==> src/rtl/math_pkg.sv <==
// Shared definitions for the math_op_scheduler slice: op codes, FSM states,
// datapath width and the two's-complement overflow rule.
package math_pkg;

    localparam int MATH_W = 4;

    localparam logic OP_ADD = 1'b0;
    localparam logic OP_SUB = 1'b1;

    typedef enum logic [1:0] {
        S_IDLE = 2'd0,
        S_EXEC = 2'd1,
        S_DONE = 2'd2
    } state_t;

    // Overflow from sign bits only: an add overflows when like-signed operands
    // produce a result of the other sign; a subtract when unlike-signed ones do.
    function automatic logic ovf_calc(
        input logic op,
        input logic a_msb,
        input logic b_msb,
        input logic r_msb
    );
        logic same_sign;
        same_sign = (a_msb == b_msb);
        if (op == OP_ADD) begin
            ovf_calc = same_sign && (r_msb != a_msb);
        end else begin
            ovf_calc = !same_sign && (r_msb != a_msb);
        end
    endfunction

endpackage

==> src/rtl/math_block.sv <==
// Shared arithmetic datapath: produces both A+B and A-B, modulo 2^WIDTH.
module math_block
    import math_pkg::*;
#(
    parameter int WIDTH = MATH_W
) (
    input  logic [WIDTH-1:0] A,
    input  logic [WIDTH-1:0] B,
    output logic [WIDTH-1:0] AplusB,
    output logic [WIDTH-1:0] AminusB
);

    assign AplusB  = A + B;
    assign AminusB = A - B;

endmodule

==> src/rtl/math_op_scheduler.sv <==
// Two-requester scheduler for the shared math_block: arbitrates, latches the
// winner's operation, runs it through the datapath and returns flagged results.
module math_op_scheduler
    import math_pkg::*;
#(
    parameter int WIDTH      = 4,
    parameter bit FIXED_PRIO = 1'b0
) (
    input  logic             clk,
    input  logic             rst_n,
    input  logic [1:0]       req,
    input  logic             op0,
    input  logic             op1,
    input  logic [WIDTH-1:0] a0,
    input  logic [WIDTH-1:0] b0,
    input  logic [WIDTH-1:0] a1,
    input  logic [WIDTH-1:0] b1,
    output logic [1:0]       gnt,
    output logic [1:0]       done,
    output logic [WIDTH-1:0] result,
    output logic             zero,
    output logic             neg,
    output logic             ovf,
    output logic             busy
);

    if (WIDTH != MATH_W) begin : g_width_check
        $error("math_op_scheduler: WIDTH must equal math_block width");
    end

    state_t           state_q, state_d;
    logic             ptr_q, ptr_d;
    logic             win_q, win_d;
    logic             op_q, op_d;
    logic [WIDTH-1:0] a_q, a_d;
    logic [WIDTH-1:0] b_q, b_d;
    logic [1:0]       gnt_q, gnt_d;
    logic [1:0]       done_q, done_d;
    logic [WIDTH-1:0] result_q, result_d;
    logic             zero_q, zero_d;
    logic             neg_q, neg_d;
    logic             ovf_q, ovf_d;

    logic             pick;
    logic [WIDTH-1:0] sum;
    logic [WIDTH-1:0] diff;
    logic [WIDTH-1:0] r_sel;

    math_block #(
        .WIDTH(WIDTH)
    ) u_math_block (
        .A      (a_q),
        .B      (b_q),
        .AplusB (sum),
        .AminusB(diff)
    );

    // Winner when at least one request is pending; unused when req is zero.
    always_comb begin
        pick = 1'b0;
        if (FIXED_PRIO) begin
            pick = !req[0];
        end else if (req == 2'b11) begin
            pick = ptr_q;
        end else begin
            pick = req[1];
        end
    end

    assign r_sel = (op_q == OP_SUB) ? diff : sum;

    always_comb begin
        state_d  = state_q;
        ptr_d    = ptr_q;
        win_d    = win_q;
        op_d     = op_q;
        a_d      = a_q;
        b_d      = b_q;
        gnt_d    = 2'b00;
        done_d   = 2'b00;
        result_d = result_q;
        zero_d   = zero_q;
        neg_d    = neg_q;
        ovf_d    = ovf_q;

        case (state_q)
            S_IDLE: begin
                if (req != 2'b00) begin
                    win_d   = pick;
                    op_d    = pick ? op1 : op0;
                    a_d     = pick ? a1 : a0;
                    b_d     = pick ? b1 : b0;
                    gnt_d   = pick ? 2'b10 : 2'b01;
                    state_d = S_EXEC;
                end
            end
            S_EXEC: begin
                result_d = r_sel;
                zero_d   = (r_sel == '0);
                neg_d    = r_sel[WIDTH-1];
                ovf_d    = ovf_calc(op_q, a_q[WIDTH-1], b_q[WIDTH-1], r_sel[WIDTH-1]);
                done_d   = win_q ? 2'b10 : 2'b01;
                state_d  = S_DONE;
            end
            S_DONE: begin
                if (!FIXED_PRIO) begin
                    ptr_d = ~win_q;
                end
                state_d = S_IDLE;
            end
            default: begin
                state_d = S_IDLE;
            end
        endcase
    end

    // Async reset also aborts any in-flight operation: no done is produced.
    always_ff @(posedge clk or negedge rst_n) begin
        if (!rst_n) begin
            state_q  <= S_IDLE;
            ptr_q    <= 1'b0;
            win_q    <= 1'b0;
            op_q     <= 1'b0;
            a_q      <= '0;
            b_q      <= '0;
            gnt_q    <= 2'b00;
            done_q   <= 2'b00;
            result_q <= '0;
            zero_q   <= 1'b0;
            neg_q    <= 1'b0;
            ovf_q    <= 1'b0;
        end else begin
            state_q  <= state_d;
            ptr_q    <= ptr_d;
            win_q    <= win_d;
            op_q     <= op_d;
            a_q      <= a_d;
            b_q      <= b_d;
            gnt_q    <= gnt_d;
            done_q   <= done_d;
            result_q <= result_d;
            zero_q   <= zero_d;
            neg_q    <= neg_d;
            ovf_q    <= ovf_d;
        end
    end

    assign gnt    = gnt_q;
    assign done   = done_q;
    assign result = result_q;
    assign zero   = zero_q;
    assign neg    = neg_q;
    assign ovf    = ovf_q;
    assign busy   = (state_q != S_IDLE);

endmodule

==> config.mk <==
export PLATFORM = sky130hd
export DESIGN_NAME = math_op_scheduler
export DESIGN_NICKNAME = d
export VERILOG_FILES = /design/src/rtl/math_pkg.sv /design/src/rtl/math_block.sv /design/src/rtl/math_op_scheduler.sv
export SDC_FILE = /design/constraint.sdc
export NUM_CORES = 1
export LEC_CHECK = 0
export CELL_PAD_IN_SITES_DETAIL_PLACEMENT = 0
export CELL_PAD_IN_SITES_GLOBAL_PLACEMENT = 2
export CORE_MARGIN = 4
export CORE_UTILIZATION = 28
export DETAILED_ROUTE_END_ITERATION = 16
export PLACE_DENSITY_LB_ADDON = 0.2
export SLEW_MARGIN = 20
export SYNTH_ARGS = -nofsm -noshare
export SYNTH_HDL_FRONTEND = slang
export SYNTH_SLANG_ARGS = --single-unit
export TNS_END_PERCENT = 1
==> constraint.sdc <==
create_clock -name clk -period 2.83 [get_ports clk]
set_input_delay 0.566 -clock clk [delete_from_list [all_inputs] [get_ports clk]]
set_output_delay 0.566 -clock clk [all_outputs]
set_load 0.005 [all_outputs]
## Word-level counts from Yosys, hierarchy flattened

Cells that the tools add are included.

| operators by class | value |
|---|---|
| add/sub/neg operators | 2 |
| eq/ne operators | 6 |
| muxes and demuxes | 13 |
| bitwise operators | 1 |
| reduce and logical (&&, ||, !) cells | 8 |

Operators by type and width:

| kind | number |
|---|---|
| $mux W2 | 6 |
| $mux W4 | 3 |
| $add A4 B4 Y4 | 1 |
| $eq A2 B2 Y1 const B | 2 |
| $logic_not A4 Y1 | 1 |
| $pmux W2 S2 | 1 |
| $reduce_bool A2 Y1 | 2 |
| $sub A4 B4 Y4 | 1 |
| $mux W1 | 3 |
| $eq A2 B1 Y1 const B | 1 |
| $logic_and A1 B1 Y1 | 2 |
| $logic_not A2 Y1 | 1 |
| $ne A2 B2 Y1 const B | 1 |
| $reduce_and A2 Y1 | 1 |
| $eq A1 B1 Y1 | 1 |
| $logic_not A1 Y1 | 1 |
| $ne A1 B1 Y1 | 1 |
| $not A1 Y1 | 1 |

| word-level totals | value |
|---|---|
| register bits | 24 |
| input port bits | 22 |
| output and inout port bits | 12 |
| word-level logic and storage cells | 42 |

## Logic depth before layout (Yosys ltp)

| depth | value |
|---|---|
| depth in word-level cells | 5 |
| gate-level depth with buffers | 9 |
| depth with buffers taken out | 9 |

## By module

A second synthesis with hierarchy kept.

| second synthesis, totals | value |
|---|---|
| cell total of the unflattened synthesis | 136 |
| area total of the unflattened synthesis | 1316.3 µm² |

Modules (own cells, without submodules):

| module | instances | cells each | area each (µm²) | seq. area each (µm²) |
|---|---|---|---|---|
| math_op_scheduler | 1 | 107 | 1078.5 | 575.6 |
| math_block | 1 | 29 | 237.7 | 0.0 |

## Worst setup path before layout

Ideal clock, no wire load.

| path | value |
|---|---|
| kind | register -> register |
| start | register b_q[0] |
| end | register result_q[3] (netlist: result[3]) |
| setup time | 125 ps |
| data arrival time | 2127 ps |
| data required time | 2705 ps |
| setup slack | 578 ps |
| cell stages (with the launch flop) | 10 |
| buffers on the path | 0 |
| period minus slack after synthesis | 2252 ps |
| path through | dfrtp_1 -> inv_1 -> ha_1 -> nor2_1 -> xnor2_1 -> ha_1 -> a21o_1 -> a31oi_2 -> xnor3_1 -> mux2_4 |

| between the ends | value |
|---|---|
| cells in the longest elaborated chain, start to end | 2 |
| elaborated cells between the ends (all ways) | 3 |
| those cells by class | 2 x add/sub; 1 x mux |

Ends and longest elaborated chain:

| item | RTL line | source |
|---|---|---|
| start, declared | math_op_scheduler.sv:36 | `logic [WIDTH-1:0] b_q, b_d;` |
| start signal, assigned | math_op_scheduler.sv:125 | `b_q <= '0;` |
| start signal, assigned | math_op_scheduler.sv:138 | `b_q <= b_d;` |
| $add A4 B4 Y4 or $sub A4 B4 Y4 (tied branches) | math_block.sv:13, math_block.sv:14 |  |
| $mux W4 (*) | math_op_scheduler.sv:70 | `assign r_sel = (op_q == OP_SUB) ? diff : sum;` |
| end signal, assigned | math_op_scheduler.sv:141 | `result_q <= result_d;` |
| end, declared | math_op_scheduler.sv:39 | `logic [WIDTH-1:0] result_q, result_d;` |

Every way passes the cells marked *; elsewhere a longest branch is shown, timed or not.
A chain may end at the register's enable or synchronous reset.

## Worst setup path after layout

Ends and elaborated chain as after synthesis.

==> out/qor_table.md <==
| Item | Reported | Unit |
|---|---|---|
| Maximum cell stage delay along the critical path | 0.46 | ns |
| Antenna-violating nets left | 0 | - |
| Initial DRC Count | 15 | - |
| Top post-synthesis cells by area | sky130_fd_sc_hd__dfrtp_1 (51%), sky130_fd_sc_hd__mux2i_1 (8.9%), sky130_fd_sc_hd__nor2_1 (6.3%), sky130_fd_sc_hd__ha_1 (4.4%), sky130_fd_sc_hd__a21oi_1 (4.0%) | - |
| Post-Route Skew | 0.00173 | ns |
| Resized cells post-CTS | 0 | - |
| Critical Path, Cell by Cell | inv_1, ha_1, nor2_1, xnor2_1, ha_1, a21o_1, a31oi_2, xnor3_1, mux2_4 | - |
| Total die area | 0.00511 | mm2 |
| Multi-input gate area | 499 | um2 |
| Vias per cell | 4.36 | - |
| Final slew viol count | 0 | - |
| Number of warning messages in the yosys log | 0 | - |
| Capture instance of the worst register-to-register path | result[3]$_DFFE_PN0N_ | - |
| Worst EP required | 2.98 | ns |
| Most numerous cell types in the synthesized netlist | sky130_fd_sc_hd__dfrtp_1 (23), sky130_fd_sc_hd__nor2_1 (19), sky130_fd_sc_hd__mux2i_1 (10), sky130_fd_sc_hd__a21oi_1 (9) | - |
| Netlist area before placement | 0.00113 | mm2 |
| FF-to-FF path depth | 9 | - |
| Kind of start point of the critical path | flop | - |
| Max-capacitance violation count | 0 | - |
| DRC | 0 | - |
| Relative slew slack | 0.765 | - |
| Total congestion overflow after global routing | 0 | - |
| Register-to-register setup slack | 0.45 | ns |
| Setup repair after global routing missed its margin | no | - |
| Core box area | 0.00377 | mm2 |
| Startpoint of the worst register-to-register path | b_q[0]$_DFFE_PN0P_ | - |
| Leakage dissipation | 0.735 | nW |
| Clock-pin slew reported for the worst setup and hold paths after clock tree synthesis | 0.08 | ns |
| Filler cells | 367 | - |
| Total Negative Setup Slacks | 0 | ns |
| Average footprint of a synthesized cell | 10.6 | um2 |
| Clock tree from TritonCTS | yes | - |
| Arrival time reported for the critical path endpoint | 2.53 | ns |
| Fraction of post-synthesis cell area in the top cell type by area | 0.510 | - |
| Count of hold-fix buffers inserted at cts | 0 | - |
| Port-buffer cells | 33 | - |
| Smallest hold slack | 0.456 | ns |
| Synth Register Bits | 23 | - |
| Buffer cell driving the clock tree root | sky130_fd_sc_hd__clkbuf_8 | - |
| Depth of the worst hold-timing path | 1 | - |
| Finish-stage setup viols | 0 | - |
| Post-detailed-route wirelength per cell | 11.7 | um |
| Worst min-delay path endpoint | done[0]$_DFF_PN0_ | - |
| Vias in the first global route | 804 | - |
| Peak VDD IR | 335 | uV |
| Max Fanout on Critical Path | 4 | - |
| Post-detailed-placement half-perimeter wirelength | 1780 | um |
| First-pass GRT wire length | 3760 | um |
| Number of levels in the clock H-tree | 1 | - |
| Seq/Total Area, Yosys | 0.510 | - |
| Number of flops mapped to enable cells by yosys | 0 | - |
| Via count | 824 | - |
| Worst Setup End Kind | flop | - |
| Type of the worst min-delay path | reg2reg | - |
| Tmin final | 2.38 | ns |
| Clk Latency, worst-skew pair | 0.26 | ns |
| Number of iterations in the first detailed-routing pass | 3 | - |
| Final cycle utilization of the critical path | 0.842 | - |
| Synth Instances | 106 | - |
| Count of cell types in the netlist | 26 | - |
| Total CTS buffers | 3 | - |
| Highest clock frequency the design can meet | 420 | MHz |
| Hold violation count in the final report | 0 | - |
| Die outline width | 71.5 | um |
| Total Nets Final | 169 | - |
| Vertical die dimension | 71.5 | um |
| Number of clock sinks | 23 | - |
| Start point of the worst hold path | win_q$_DFFE_PN0P_ | - |
| Routability congestion estimate from global placement | 0.749 | - |
| Number of placement rows | 22 | - |
| Transition at the pin with the smallest max-transition slack | 0.353 | ns |
| Starting density of the core | 0.299 | - |
| Worst-path cell with the longest stage delay | sky130_fd_sc_hd__xnor3_1 | - |
| Number of top-level design ports | 34 | - |
| Power Density | 1180 | mW/mm2 |
| Dominant cell by count in the synthesized netlist | sky130_fd_sc_hd__dfrtp_1 | - |
| Storage cell area | 576 | um2 |
| N_diodes | 0 | - |
| Kind of critical path | reg2reg | - |
| Post-CTS Setup Inserts | 0 | - |
| Proportion of layout cells with a drive suffix above 1 | 0.0709 | - |
| Async set-reset flop share out of synthesis | 1.00 | - |
| Run status | complete, no violations | - |
| Most used flip-flop cell after synthesis | sky130_fd_sc_hd__dfrtp_1 | - |
| Area growth syn-to-layout | 38.2 | % |
| Routed WL | 2210 | um |
| Clk buf depth | 2 | - |
| Total nets after synthesis | 133 | - |
| Largest net degree at the start of global routing | 24 | - |
| Largest area contributor in the netlist | sky130_fd_sc_hd__dfrtp_1 | - |
| Crit path top cell by count | sky130_fd_sc_hd__ha_1 | - |
| Overall fraction of global-route tracks in use | 0.0927 | - |
| Initial antenna violation count | 0 | - |
[worst max-delay path: cells and delay by family (launching register included)]
| family | cells | cell delay [ns] |
|---|---|---|
| AO/OA/AOI/OAI | 2 | 0.37 |
| XOR/XNOR | 2 | 0.59 |
| adder cells (fa/ha/maj) | 2 | 0.47 |
| buffers and inverters | 1 | 0.06 |
| flip-flops | 1 | 0.39 |
| multiplexers | 1 | 0.26 |
| AND/OR/NAND/NOR | 1 | 0.12 |
[per-stage QoR]
stage,std cells,utilization,power [mW],setup WS [ns],cell area [um2]
detailed placement,185,0.401,1.67,0.427,1510
finish,189,0.414,1.84,0.447,1560
global route,189,0.414,2.02,0.329,1560
CTS,189,0.414,1.88,0.417,1560
global placement,185,0.401,1.64,0.510,1510
floorplan,106,-,1.32,0.578,1130
[logic make-up after synthesis]
logic type | share of synthesized area
AND/OR/NAND/NOR | 0.120
flip-flops | 0.510
AO/OA/AOI/OAI | 0.0876
buffers and inverters | 0.0477
multiplexers | 0.102
XOR/XNOR | 0.0710
adder cells (fa/ha/maj) | 0.0621
[sequential cells by signal (all words and copies together) (netlist names)]
name / cells
result: 4
done: 2
a_q: 4
state_q: 2
b_q: 4
ptr_q: 1
op_q: 1
gnt: 2
win_q: 1
ovf: 1
zero: 1
[report_power, final]
group	internal (mW)	leakage, nW	switching, mW
Sequential	0.485	0.276	0.107
Combinational	0.605	0.433	0.448
Clock	0.0981	0.0255	0.102
[worst max path at each step]
stage	startpoint	end	slack (ns)	depth (start not counted)
after detailed placement	b_q[0]$_DFFE_PN0P_	result[3]$_DFFE_PN0N_	0.43	9
after global placement	b_q[0]$_DFFE_PN0P_	result[3]$_DFFE_PN0N_	0.51	9
after floorplan	b_q[0]$_DFFE_PN0P_	result[3]$_DFFE_PN0N_	0.58	9
after CTS	b_q[0]$_DFFE_PN0P_	result[3]$_DFFE_PN0N_	0.42	9
after global routing	b_q[1]$_DFFE_PN0P_	result[3]$_DFFE_PN0N_	0.33	9
final	b_q[0]$_DFFE_PN0P_	result[3]$_DFFE_PN0N_	0.45	9
[metal layers]
| layer | global-route usage | up-vias | share of wire |
|---|---|---|---|
| met5 | 0 | - | 0 |
| met4 | 0.0251 | 0 | 0.010 |
| met3 | 0.0379 | 2 | 0.065 |
| met2 | 0.137 | 22 | 0.45 |
| met1 | 0.125 | 378 | 0.47 |
| li1 | - | 422 | - |
[cell type report]
class,count,share of cell area
Timing Repair Buffer,36,0.226
Sequential cell,23,0.369
Tap cell,48,0.0385
Clock buffer,3,0.0265
Multi-Input combinational cell,71,0.320
Inverter,7,0.0168
Clock inverter,1,0.00321
[cell usage in the layout (no fill, tap or decap), types with 2 or more instances in the layout]
master / count
sky130_fd_sc_hd__a21oi_1: 9
sky130_fd_sc_hd__mux2i_1: 10
sky130_fd_sc_hd__buf_4: 3
sky130_fd_sc_hd__ha_1: 4
sky130_fd_sc_hd__nand2_1: 7
sky130_fd_sc_hd__dfrtp_1: 23
sky130_fd_sc_hd__clkbuf_8: 3
sky130_fd_sc_hd__nand2b_1: 2
sky130_fd_sc_hd__inv_1: 7
sky130_fd_sc_hd__nor2_1: 19
sky130_fd_sc_hd__xnor3_1: 2
sky130_fd_sc_hd__clkdlybuf4s50_1: 33
sky130_fd_sc_hd__o21ai_0: 3
sky130_fd_sc_hd__xnor2_1: 3
(Power assumes the default switching activity.)
==> RTL edit 1: new RTL, same settings <==
Take the reset off `a_q`, `b_q` and `result_q` and load them in a clocked block of their own.
--- a/src/rtl/math_op_scheduler.sv
+++ b/src/rtl/math_op_scheduler.sv
@@ -121,11 +121,8 @@
             ptr_q    <= 1'b0;
             win_q    <= 1'b0;
             op_q     <= 1'b0;
-            a_q      <= '0;
-            b_q      <= '0;
             gnt_q    <= 2'b00;
             done_q   <= 2'b00;
-            result_q <= '0;
             zero_q   <= 1'b0;
             neg_q    <= 1'b0;
             ovf_q    <= 1'b0;
@@ -134,15 +131,18 @@
             ptr_q    <= ptr_d;
             win_q    <= win_d;
             op_q     <= op_d;
-            a_q      <= a_d;
-            b_q      <= b_d;
             gnt_q    <= gnt_d;
             done_q   <= done_d;
-            result_q <= result_d;
             zero_q   <= zero_d;
             neg_q    <= neg_d;
             ovf_q    <= ovf_d;
         end
+    end
+
+    always_ff @(posedge clk) begin
+        a_q      <= a_d;
+        b_q      <= b_d;
+        result_q <= result_d;
     end
 
     assign gnt    = gnt_q;
Formal check against the unedited RTL: differs if rst_n is asserted again (counterexample within 4 cycles, from zero or initial values and one cycle with rst_n low); with rst_n held inactive, the same outputs for 10 cycles.
==> RTL edit 1 against the unedited design <==
Routed wire length shrank 15%; worst setup slack improved by 220 ps; total power decreased by 11%; synthesized area rose by 0.44%; first-iteration DRC count rose by 40%; core utilization decreased by 0.10 points; final area grew 0.48%; sequential cell count up 1; critical endpoint is now result[3]; largest cell class unchanged.
==> RTL edit 1: results (changes against the unedited design) <==
power_and_ir_drop:
  peakVddDrop_uv: 292  # was 335 uV
  leakage_nw: 0.689  # was 0.735 nW
synthesis:
  synth-edff-count: 12  # was 0
  synth-main-ff-cell: "edfxtp_1"  # was dfrtp_1
  async_reset_ff_share_pct: 50.0  # was 100%
  synth.mux.area_fraction_pct: 9.82  # was 10.2%
  synth_nets: 114  # was 133
  yosys-top-cells-count: "inv_1, dfrtp_1, edfxtp_1"  # was dfrtp_1, nor2_1, mux2i_1
  ys_seq_area_share_pct: 58.3  # was 51.0%
  synth_xor_xnor_area_share_pct: 7.73  # was 7.10%
  synthTopCellsByArea: "edfxtp_1, dfrtp_1, mux2_2"  # was dfrtp_1, mux2i_1, nor2_1
  synth-compound-area-share_pct: 4.42  # was 8.76%
  synthAdderAreaFrac_pct: 6.18  # was 6.21%
placement:
  dpl.hpwl_um: 1540  # was 1780 um
  detailed_place.area_mm2: 0.00152  # was 0.00151 mm^2
  gp_congestion: 0.697  # was 0.749
final_layout:
  layout-drive-gt1-share_pct: 12.2  # was 7.09%
  fill_cells: 373  # was 367
  nNetsFinal: 151  # was 169
drt:
  num_vias: 705  # was 824
  routed_wl_um: 1870  # was 2210 um
  drt-initial-drc-count: 21  # was 15
  dr.pass1.iters: 4  # was 3
setup_path:
  cp_max_fo: 3  # was 4
  arrival_ps: 2180  # was 2530 ps
grt:
  grt_use_met2_pct: 13.5  # was 13.7%
  grt_pass1_vias: 772  # was 804
  grt_use_total_pct: 8.40  # was 9.27%
  use_met1_pct: 10.4  # was 12.5%
  grt_max_degree: 14  # was 24
  grt_pass1_wl_um: 3390  # was 3760 um
  grtUsageMet3_pct: 1.82  # was 3.79%
clocking:
  cts_inserted_buffers: 3  # unchanged
  clk_pin_slew_worst_paths_ps: 80  # about the same
  post_cts_resized: 0  # unchanged
  cts_setup_buffers: 0  # unchanged
timing:
  tightest_slew_ps: 535  # was 353 ps
  skew_ps: 4.11  # was 1.73 ps
run_status:
  status: "completed"  # unchanged
worst_hold_path:
  holdPathStages: 2  # was 1
## RTL edit 1: cell type report
cell class,instances,area [um^2],area share (%)
Timing Repair Buffer,34,338,21.5
Tap cell,48,60.1,3.83
Inverter,13,48.8,3.11
Clock buffer,4,45.0,2.87
Multi-Input combinational cell,48,415,26.5
Sequential cell,24,661,42.1
## RTL edit 1: kinds of logic (layout without fill, tap and decap cells)
kind of cell,after synthesis,count (layout)
multiplexers,10,10
AND/OR/NAND/NOR,19,19
AO/OA/AOI/OAI,8,8
flip-flops,24,24
buffers and inverters,15,51
adder cells (fa/ha/maj),5,5
XOR/XNOR,6,6
## RTL edit 1: power breakdown
group	switching, mW	internal, mW	total [mW]
Combinational	0.339	0.468	0.806
Sequential	0.0774	0.563	0.641
Clock	0.0986	0.100	0.199
## RTL edit 1: worst max-delay path: stages (launching register included)
cell      delay [ps]
edfxtp_1         420
inv_1             80
ha_1             220
mux2_2           290
inv_1             60
ha_1             210
nand3b_1         100
nand2_2           70
xnor3_1          430
inv_1             50
## RTL edit 1: path summary, 6_finish.rpt
check	start	end	slack, ps
worst min register to register	neg	neg	490
max in group asynchronous	rst_n	ovf	1820
worst min-delay path	neg	neg	490
worst max register to register	b_q[0]	result[3]	670
min in group asynchronous	rst_n	op_q	650
worst max-delay path	b_q[0]	result[3]	670
## RTL edit 1: per-stage QoR
step	cells	setup slack (ps)
CTS	171	657
floorplan	87	789
global route	171	523
detailed placement	167	673
global placement	167	697
finish	171	668
## RTL edit 1: per-layer routing
metal	routed length, um	vias up
li1	-	364
met1	840	317
met2	885	22
met3	129	2
met4	18	0
met5	0	-
==> RTL edit 2: new RTL, same flow settings <==
Made on the original files. Change the parameter `FIXED_PRIO` from 1'b0 to 1'b1.
--- a/src/rtl/math_op_scheduler.sv
+++ b/src/rtl/math_op_scheduler.sv
@@ -4,7 +4,7 @@
     import math_pkg::*;
 #(
     parameter int WIDTH      = 4,
-    parameter bit FIXED_PRIO = 1'b0
+    parameter bit FIXED_PRIO = 1'b1
 ) (
     input  logic             clk,
     input  logic             rst_n,
Check against the original RTL: not equivalent (a bounded check fails within 10 cycles, from zero or initial values and one cycle with rst_n low).
==> RTL edit 2 against the unedited design <==
Synthesized area shrank 3.8%; cell count is 3.2% lower; total power is 4.6% lower; worst setup slack better by 230 ps; routed wire length fell by 10%; final area decreased by 2.6%; sequential power down 6.9%; sequential cell count is 1 lower; synthesized cell count shrank 4.7%; largest cell class unchanged.
==> RTL edit 2: results (changes against the unedited design) <==
drt:
  wl_per_cell_um: 10.8  # was 11.7 um
  dr_wl_met2_um: 916  # was 992 um
  topRoutingLayerUsed: "met4"  # unchanged
  vias_per_cell: 4.19  # was 4.36
  dr_wl_met3_um: 113  # was 144 um
  drt-initial-drc-count: 14  # was 15
  num_vias: 767  # was 824
  dr.pass1.iters: 4  # was 3
run_status:
  status: "completed"  # unchanged
timing:
  whs_ps: 421  # was 456 ps
  skew_ps: 1.13  # was 1.73 ps
  tightest_slew_ps: 590  # was 353 ps
  timing.final.crit_share_pct: 76.0  # was 84.2%
synthesis:
  synth_xor_xnor_area_share_pct: 8.18  # was 7.10%
  ys_seq_area_share_pct: 50.7  # was 51.0%
  yosys-top-cells-count: "dfrtp_1, nor2_1, a21oi_1"  # was dfrtp_1, nor2_1, mux2i_1
  netlist_instances: 101  # was 106
  synth-compound-area-share_pct: 9.45  # was 8.76%
  synthTopCellsByArea: "dfrtp_1, mux2i_1, nor2_1"  # unchanged
  synthAdderAreaFrac_pct: 6.45  # was 6.21%
  yosysUniqueCellTypes: 25  # was 26
  synth_nets: 128  # was 133
grt:
  grt_use_total_pct: 8.90  # was 9.27%
  grt_max_degree: 23  # was 24
  grt_pass1_wl_um: 3460  # was 3760 um
setup_path:
  r2r_setup_slack_ps: 680  # was 450 ps
  arrival_ps: 2300  # was 2530 ps
  crit_path_end: "zero"  # was result[3]
placement:
  dp_slack_ps: 660  # was 427 ps
  detailed_place.area_mm2: 0.00147  # was 0.00151 mm^2
  dp.cells: 179  # was 185
  gp_congestion: 0.754  # was 0.749
final_layout:
  layout-drive-gt1-share_pct: 7.41  # was 7.09%
worst_hold_path:
  min_to: "done[0]"  # unchanged
power_and_ir_drop:
  peakVddDrop_uv: 322  # was 335 uV
  leakage_nw: 0.704  # was 0.735 nW
==> RTL edit 2: report_power, final <==
| part | leakage, nW | internal (mW) | switching, mW |
|---|---|---|---|
| logic | 0.410 | 0.565 | 0.424 |
| clock network | 0.0288 | 0.124 | 0.0956 |
| registers | 0.265 | 0.457 | 0.0939 |
| total | 0.704 | 1.15 | 0.613 |
==> RTL edit 2: worst reg2reg max path, cell delays in order, from the launching register on <==
cell and delay (ps):
dfrtp_1 390, inv_1 60, ha_1 290, mux2_2 290, inv_1 60, ha_1 110
nand2_1 50, o21ai_2 150, xnor3_1 460, a22o_1 190
==> RTL edit 2: layout make-up <==
type	instances	area (um^2)
inverter	8	30.0
multi-input combinational	66	479
clock buffer	4	55.1
sequential	22	551
timing repair buffer	35	345
tap	48	60.1
fill	375	2200
==> RTL edit 2: metal layers <==
metal  vias up  global-route usage [%]
met1       347                    11.7
met4         0                    5.11
li1        397                       -
met3         2                    2.45
met5         -                       0
met2        21                    13.0
